### src/rtl/audio_adc_pkg.sv
// Shared FSM state type and synchronizer depth for the audio ADC deserializer.
package audio_adc_pkg;

    localparam int unsigned SYNC_DEPTH = 2;

    typedef enum logic [1:0] {
        SYNC,
        DELAY,
        SHIFT,
        PAD
    } rx_state_e;

endpackage

### src/rtl/audio_frame_fifo.sv
// Synchronous stereo-frame FIFO with full/empty flags; read data reads as zero while empty.
module audio_frame_fifo #(
    parameter int unsigned WIDTH = 48,
    parameter int unsigned DEPTH = 4
) (
    input  logic             clk,
    input  logic             reset,
    input  logic             push,
    input  logic [WIDTH-1:0] push_data,
    input  logic             pop,
    output logic [WIDTH-1:0] pop_data,
    output logic             full,
    output logic             empty
);
    localparam int unsigned PTR_W = (DEPTH > 1) ? $clog2(DEPTH) : 1;
    localparam int unsigned CNT_W = $clog2(DEPTH + 1);

    logic [WIDTH-1:0] mem [DEPTH];
    logic [PTR_W-1:0] wr_ptr;
    logic [PTR_W-1:0] rd_ptr;
    logic [CNT_W-1:0] count;
    logic             do_push;
    logic             do_pop;

    assign full     = (count == CNT_W'(DEPTH));
    assign empty    = (count == '0);
    assign do_pop   = pop && !empty;
    // A pop in the same cycle frees the slot a push into a full buffer needs.
    assign do_push  = push && (!full || do_pop);
    assign pop_data = empty ? '0 : mem[rd_ptr];

    always_ff @(posedge clk) begin
        if (reset) begin
            wr_ptr <= '0;
            rd_ptr <= '0;
            count  <= '0;
        end else begin
            if (do_push) begin
                wr_ptr <= wr_ptr + PTR_W'(1);
            end
            if (do_pop) begin
                rd_ptr <= rd_ptr + PTR_W'(1);
            end
            if (do_push && !do_pop) begin
                count <= count + CNT_W'(1);
            end else if (do_pop && !do_push) begin
                count <= count - CNT_W'(1);
            end
        end
    end

    always_ff @(posedge clk) begin
        if (do_push) begin
            mem[wr_ptr] <= push_data;
        end
    end

endmodule

### src/rtl/audio_adc_deserializer.sv
// I2S codec ADC deserializer: synchronizes BCLK/ADCLRCK/ADCDAT and buffers stereo frames.
// Define AUDIO_ADC_OVERFLOW_CNT_EN to add the saturating overflow_count output.
module audio_adc_deserializer #(
    parameter int unsigned DATA_W     = 24,
    parameter int unsigned FIFO_DEPTH = 4
) (
    input  logic              clk,
    input  logic              reset,
    input  logic              ADCDAT,
    input  logic              ADCLRCK,
    input  logic              BCLK,
    output logic              out_valid,
    input  logic              out_ready,
    output logic [DATA_W-1:0] out_left,
    output logic [DATA_W-1:0] out_right,
    output logic              overflow
`ifdef AUDIO_ADC_OVERFLOW_CNT_EN
    ,
    output logic [15:0]       overflow_count
`endif
);
    import audio_adc_pkg::*;

    localparam int unsigned CNT_W = $clog2(DATA_W + 1);

    logic [SYNC_DEPTH-1:0] dat_sync;
    logic [SYNC_DEPTH-1:0] lrck_sync;
    logic [SYNC_DEPTH-1:0] bclk_sync;
    logic                  bclk_hist;
    logic                  dat_s;
    logic                  lrck_s;
    logic                  bclk_s;
    logic                  bclk_rise;

    always_ff @(posedge clk) begin
        if (reset) begin
            dat_sync  <= '0;
            lrck_sync <= '0;
            bclk_sync <= '0;
            bclk_hist <= 1'b0;
        end else begin
            dat_sync  <= {dat_sync[SYNC_DEPTH-2:0], ADCDAT};
            lrck_sync <= {lrck_sync[SYNC_DEPTH-2:0], ADCLRCK};
            bclk_sync <= {bclk_sync[SYNC_DEPTH-2:0], BCLK};
            bclk_hist <= bclk_sync[SYNC_DEPTH-1];
        end
    end

    assign dat_s     = dat_sync[SYNC_DEPTH-1];
    assign lrck_s    = lrck_sync[SYNC_DEPTH-1];
    assign bclk_s    = bclk_sync[SYNC_DEPTH-1];
    assign bclk_rise = bclk_s && !bclk_hist;

    rx_state_e         state_q, state_d;
    logic [CNT_W-1:0]  bit_cnt_q, bit_cnt_d;
    logic [DATA_W-1:0] shreg_q, shreg_d;
    logic              chan_q, chan_d;
    logic              left_ok_q, left_ok_d;
    logic              lrck_last_q;
    logic              lrck_seen_q;
    logic              lrck_change;
    logic [CNT_W-1:0]  bit_pos;
    logic [DATA_W-1:0] shreg_next;
    logic              word_done;
    logic [DATA_W-1:0] word_val;
    logic [DATA_W-1:0] left_q;
    logic [DATA_W-1:0] right_q;
    logic              push_q;

    // Word select is compared against its value at the previous BCLK rise, not the previous clk.
    assign lrck_change = bclk_rise && lrck_seen_q && (lrck_s != lrck_last_q);
    // Bits land MSB-first into a cleared register, so short words come out left-justified.
    assign bit_pos     = CNT_W'(DATA_W - 1) - bit_cnt_q;
    assign shreg_next  = shreg_q | (DATA_W'(dat_s) << bit_pos);

    always_comb begin
        state_d   = state_q;
        bit_cnt_d = bit_cnt_q;
        shreg_d   = shreg_q;
        chan_d    = chan_q;
        word_done = 1'b0;
        word_val  = shreg_q;
        if (bclk_rise) begin
            if (lrck_change) begin
                if (state_q == SHIFT) begin
                    word_done = 1'b1;
                end
                state_d   = DELAY;
                chan_d    = lrck_s;
                bit_cnt_d = '0;
                shreg_d   = '0;
            end else begin
                unique case (state_q)
                    SYNC:  state_d = SYNC;
                    DELAY: state_d = SHIFT;
                    SHIFT: begin
                        if (bit_cnt_q == CNT_W'(DATA_W - 1)) begin
                            word_done = 1'b1;
                            word_val  = shreg_next;
                            state_d   = PAD;
                        end else begin
                            shreg_d   = shreg_next;
                            bit_cnt_d = bit_cnt_q + CNT_W'(1);
                        end
                    end
                    PAD:     state_d = PAD;
                    default: state_d = SYNC;
                endcase
            end
        end
    end

    always_comb begin
        left_ok_d = left_ok_q;
        if (state_q == SYNC) begin
            left_ok_d = 1'b0;
        end else if (word_done && !chan_q) begin
            left_ok_d = 1'b1;
        end
    end

    always_ff @(posedge clk) begin
        if (reset) begin
            state_q     <= SYNC;
            bit_cnt_q   <= '0;
            shreg_q     <= '0;
            chan_q      <= 1'b0;
            left_ok_q   <= 1'b0;
            lrck_last_q <= 1'b0;
            lrck_seen_q <= 1'b0;
            left_q      <= '0;
            right_q     <= '0;
            push_q      <= 1'b0;
        end else begin
            state_q   <= state_d;
            bit_cnt_q <= bit_cnt_d;
            shreg_q   <= shreg_d;
            chan_q    <= chan_d;
            left_ok_q <= left_ok_d;
            if (bclk_rise) begin
                lrck_last_q <= lrck_s;
                lrck_seen_q <= 1'b1;
            end
            if (word_done && !chan_q) begin
                left_q <= word_val;
            end
            if (word_done && chan_q) begin
                right_q <= word_val;
            end
            push_q <= word_done && chan_q && left_ok_q;
        end
    end

    logic                    fifo_pop;
    logic                    fifo_full;
    logic                    fifo_empty;
    logic [2*DATA_W-1:0]     fifo_data;
    logic                    frame_drop;
    logic                    overflow_q;

    audio_frame_fifo #(
        .WIDTH(2 * DATA_W),
        .DEPTH(FIFO_DEPTH)
    ) u_fifo (
        .clk      (clk),
        .reset    (reset),
        .push     (push_q),
        .push_data({left_q, right_q}),
        .pop      (fifo_pop),
        .pop_data (fifo_data),
        .full     (fifo_full),
        .empty    (fifo_empty)
    );

    assign out_valid  = !fifo_empty;
    assign fifo_pop   = out_valid && out_ready;
    assign frame_drop = push_q && fifo_full && !fifo_pop;
    assign {out_left, out_right} = fifo_data;
    assign overflow   = overflow_q;

    always_ff @(posedge clk) begin
        if (reset) begin
            overflow_q <= 1'b0;
        end else if (frame_drop) begin
            overflow_q <= 1'b1;
        end
    end

`ifdef AUDIO_ADC_OVERFLOW_CNT_EN
    logic [15:0] ovf_cnt_q;

    always_ff @(posedge clk) begin
        if (reset) begin
            ovf_cnt_q <= '0;
        end else if (frame_drop && (ovf_cnt_q != 16'hFFFF)) begin
            ovf_cnt_q <= ovf_cnt_q + 16'd1;
        end
    end

    assign overflow_count = ovf_cnt_q;
`endif

endmodule

### config.mk
export PLATFORM = sky130hd
export DESIGN_NAME = audio_adc_deserializer
export DESIGN_NICKNAME = d
export VERILOG_FILES = /design/src/rtl/audio_adc_pkg.sv /design/src/rtl/audio_frame_fifo.sv /design/src/rtl/audio_adc_deserializer.sv
export SDC_FILE = /design/constraint.sdc
export NUM_CORES = 1
export LEC_CHECK = 0
export ABC_AREA = 1
export CAP_MARGIN = 20
export CORE_MARGIN = 4
export CORE_UTILIZATION = 35
export CTS_CLUSTER_DIAMETER = 100
export DETAILED_ROUTE_END_ITERATION = 12
export MAX_ROUTING_LAYER = met4
export PLACE_DENSITY = 0.51
export SKIP_CTS_REPAIR_TIMING = 1
export SLEW_MARGIN = 20
export SYNTH_ARGS = -nofsm -noshare
export SYNTH_HDL_FRONTEND = slang
export SYNTH_SLANG_ARGS = --single-unit
### constraint.sdc
create_clock -name clk -period 6.4 [get_ports clk]
set_input_delay 0.96 -clock clk [delete_from_list [all_inputs] [get_ports clk]]
set_output_delay 0.96 -clock clk [all_outputs]
set_load 0.005 [all_outputs]
==> flow_summary.ini <==
[run_status]
status = finished clean

[synthesis]
synth_enable_flop_cells = 192
synthTopCellsByArea = edfxtp_1 50%, dfxtp_1 18%, nor2_1 9.8%
ys_ff_latch = 293
netlist.area_leader.share = 0.500
synthTopCellsByCount = 301 x nor2_1, 192 x edfxtp_1, 133 x nand2_1
synth_area_per_cell_um2 = 10.0
yosysWarningCount = 0
synth.distinct_cells = 28
synth_area_um2 = 11500
postSynth.asyncResetShare = 0
ys_seq_area_frac = 0.675
synth_fp_nets = 1162
syn_inst = 1148
synth.most_common_cell = nor2_1
synth_top_cell_by_area = edfxtp_1
ys.flop_type = edfxtp_1

[clocking]
cts_made_buffers = 31
ctsRootBufferMaster = clkbuf_16
clkSlewWorstSetupHoldPaths_ns = 0.06
clk_latency_ns = 0.56
clkSinkCount = 293
htreeDepth = 1
clock_path_buffers = 3
cts_tree = built

[global_route]
grt-ovfl-total = 0
first_global_vias = 7691
grt_max_degree = 80
grt_util_all_layers = 0.153
grt_pass1_wl_um = 42900
grt_antenna_before_repair = 0

[sta]
clock_skew_ns = 0.0115
timing.final.crit_share = 0.633
drv_slew = 0
whs_ns = 0.405
final.min_clock_period_ns = 4.05
rsz0062_at_grt = false
setup_tns_ns = 0
setup_viol_count_final = 0
finalHoldViolCount = 0
relSlewSlack = 0.344
tightest_slew_ns = 0.982
clock.fmax_mhz = 247

[routing]
vias = 7796
drtAntennaViolNets = 0
wl_per_cell_um = 16.2
drcViolationCount = 0
drt-total-wl_um = 26700
viasPerCell = 4.72
dr.pass1.iters = 6
drtIter0Drc = 460

[final_layout]
final_nets = 1200
drive_above_1_share = 0.0619
diodes = 0
syn_to_final_growth_pct = 16.9
fin_cells = 1653

[die]
die-area_um2 = 35900
die_y_um = 190
io_pins = 56
coreArea_um2 = 32500
num_rows = 66
die_w_um = 190
floorplan.initialDensity = 0.355

[critical_path]
crit_required_ns = 5.44
path_class = reg -> out
cp_cell_sequence = clkinv_2 > buf_4 > o21ai_0 > a21oi_1 > clkdlybuf4s50_1
start_kind = flop
cp_slowest_cell = clkinv_2
cp_max_fo = 52
cp_data_arrival_time_ns = 3.09
setup.worst_path.end_class = output pin
cpPeakStageDelay_ns = 0.59

[power]
max-vdd-ir-drop_uv = 200
p_leak_uw = 0.00498
p_per_area_nw_per_um2 = 340

[min_path]
hold_path_class = reg -> reg

[placed_design]
gp_congestion = 0.795
numPortBuffers = 55
place_inst = 1595
dpl.hpwl_um = 15400

[job]
maxCapViolations = 0
==> logic make-up (layout without fill, tap and decap cells) <==
family,Yosys count,after routing,share of synthesized area
flops,293,293,0.675
simple gates,486,486,0.167
compound gates,222,222,0.0967
xor+xnor,1,1,0.000759
fa+ha+maj,8,8,0.00933
buf+inv,138,201,0.0511
==> final timing paths <==
| path | from | to | slack, ns | cells after the start |
|---|---|---|---|---|
| worst min-delay path | bclk_sync[0] | bclk_sync[1] | 0.41 | 2 |
| worst max-delay path | flop | out_left[0] | 2.35 | 5 |
| worst min register to register | bclk_sync[0] | bclk_sync[1] | 0.41 | 2 |
| worst max register to register | u_fifo.count[0] | u_fifo.count[2] | 3.77 | 11 |
==> critical path: cells and delay by family (launching register included) <==
family	cells	cell delay [ns]
AOI/OAI and AO/OA	2	0.35
buffers and inverters	3	1.57
DFF	1	0.55
==> area by class of cell <==
class                   instances  area [um^2]
well taps                     442          553
clock buffers                  47          917
inverters                      77          290
clock inverters                11          109
repair buffers                 66          633
multi-input cells             717         3200
flip-flops and latches        293         7790
fillers                      3202        19000
==> power by group <==
group	internal, uW	switching, uW	total (uW)
sequential	2010	23.9	2030
clock	1060	715	1780
combinational	323	449	772
==> stage by stage <==
| stage | power (uW) | cell area (um^2) | util | worst slack (ns) |
|---|---|---|---|---|
| 2_1_floorplan | 2480 | 11500 | - | 2.69 |
| 4_1_cts | 4650 | 13500 | 0.415 | 2.27 |
| 5_1_grt | 4810 | 13500 | 0.415 | 2.03 |
| 6_report | 4580 | 13500 | 0.415 | 2.35 |
| 3_5_place_dp | 2870 | 12500 | 0.383 | 2.86 |
| 3_3_place_gp | 2860 | 12500 | 0.383 | 2.90 |
==> cell usage in the layout, fill, tap and decap left out, drive strengths merged <==
cell type / count
clkinvlp: 1
a31oi: 1
ha: 7
dfxtp: 101
nor3: 3
bufinv: 2
or2: 1
xor2: 1
a21oi: 111
clkdlybuf4s50: 55
nor2: 303
nand4: 5
nor4: 3
inv: 76
clkinv: 9
o32ai: 1
edfxtp: 192
fa: 1
buf: 11
nand2: 137
o21ai: 109
nand3: 34
clkbuf: 47
==> registers in the layout, indices dropped and copies added (netlist names), 2 cells and up, named ones only <==
signal         flops
dat_sync           2
u_fifo.rd_ptr      2
right_q           24
u_fifo.wr_ptr      2
lrck_sync          2
bclk_sync          2
shreg_q           24
state_q            2
bit_cnt_q          5
left_q            24
u_fifo.count       3
u_fifo.mem       192
==> routing by layer <==
layer	routed length [um]	global-route usage	up-vias
met4	615	0.0420	0
met1	12200	0.200	3694
met2	12800	0.255	141
met5	0	-	-
li1	-	-	3916
met3	1130	0.0209	45
(Power assumes the default switching activity.)
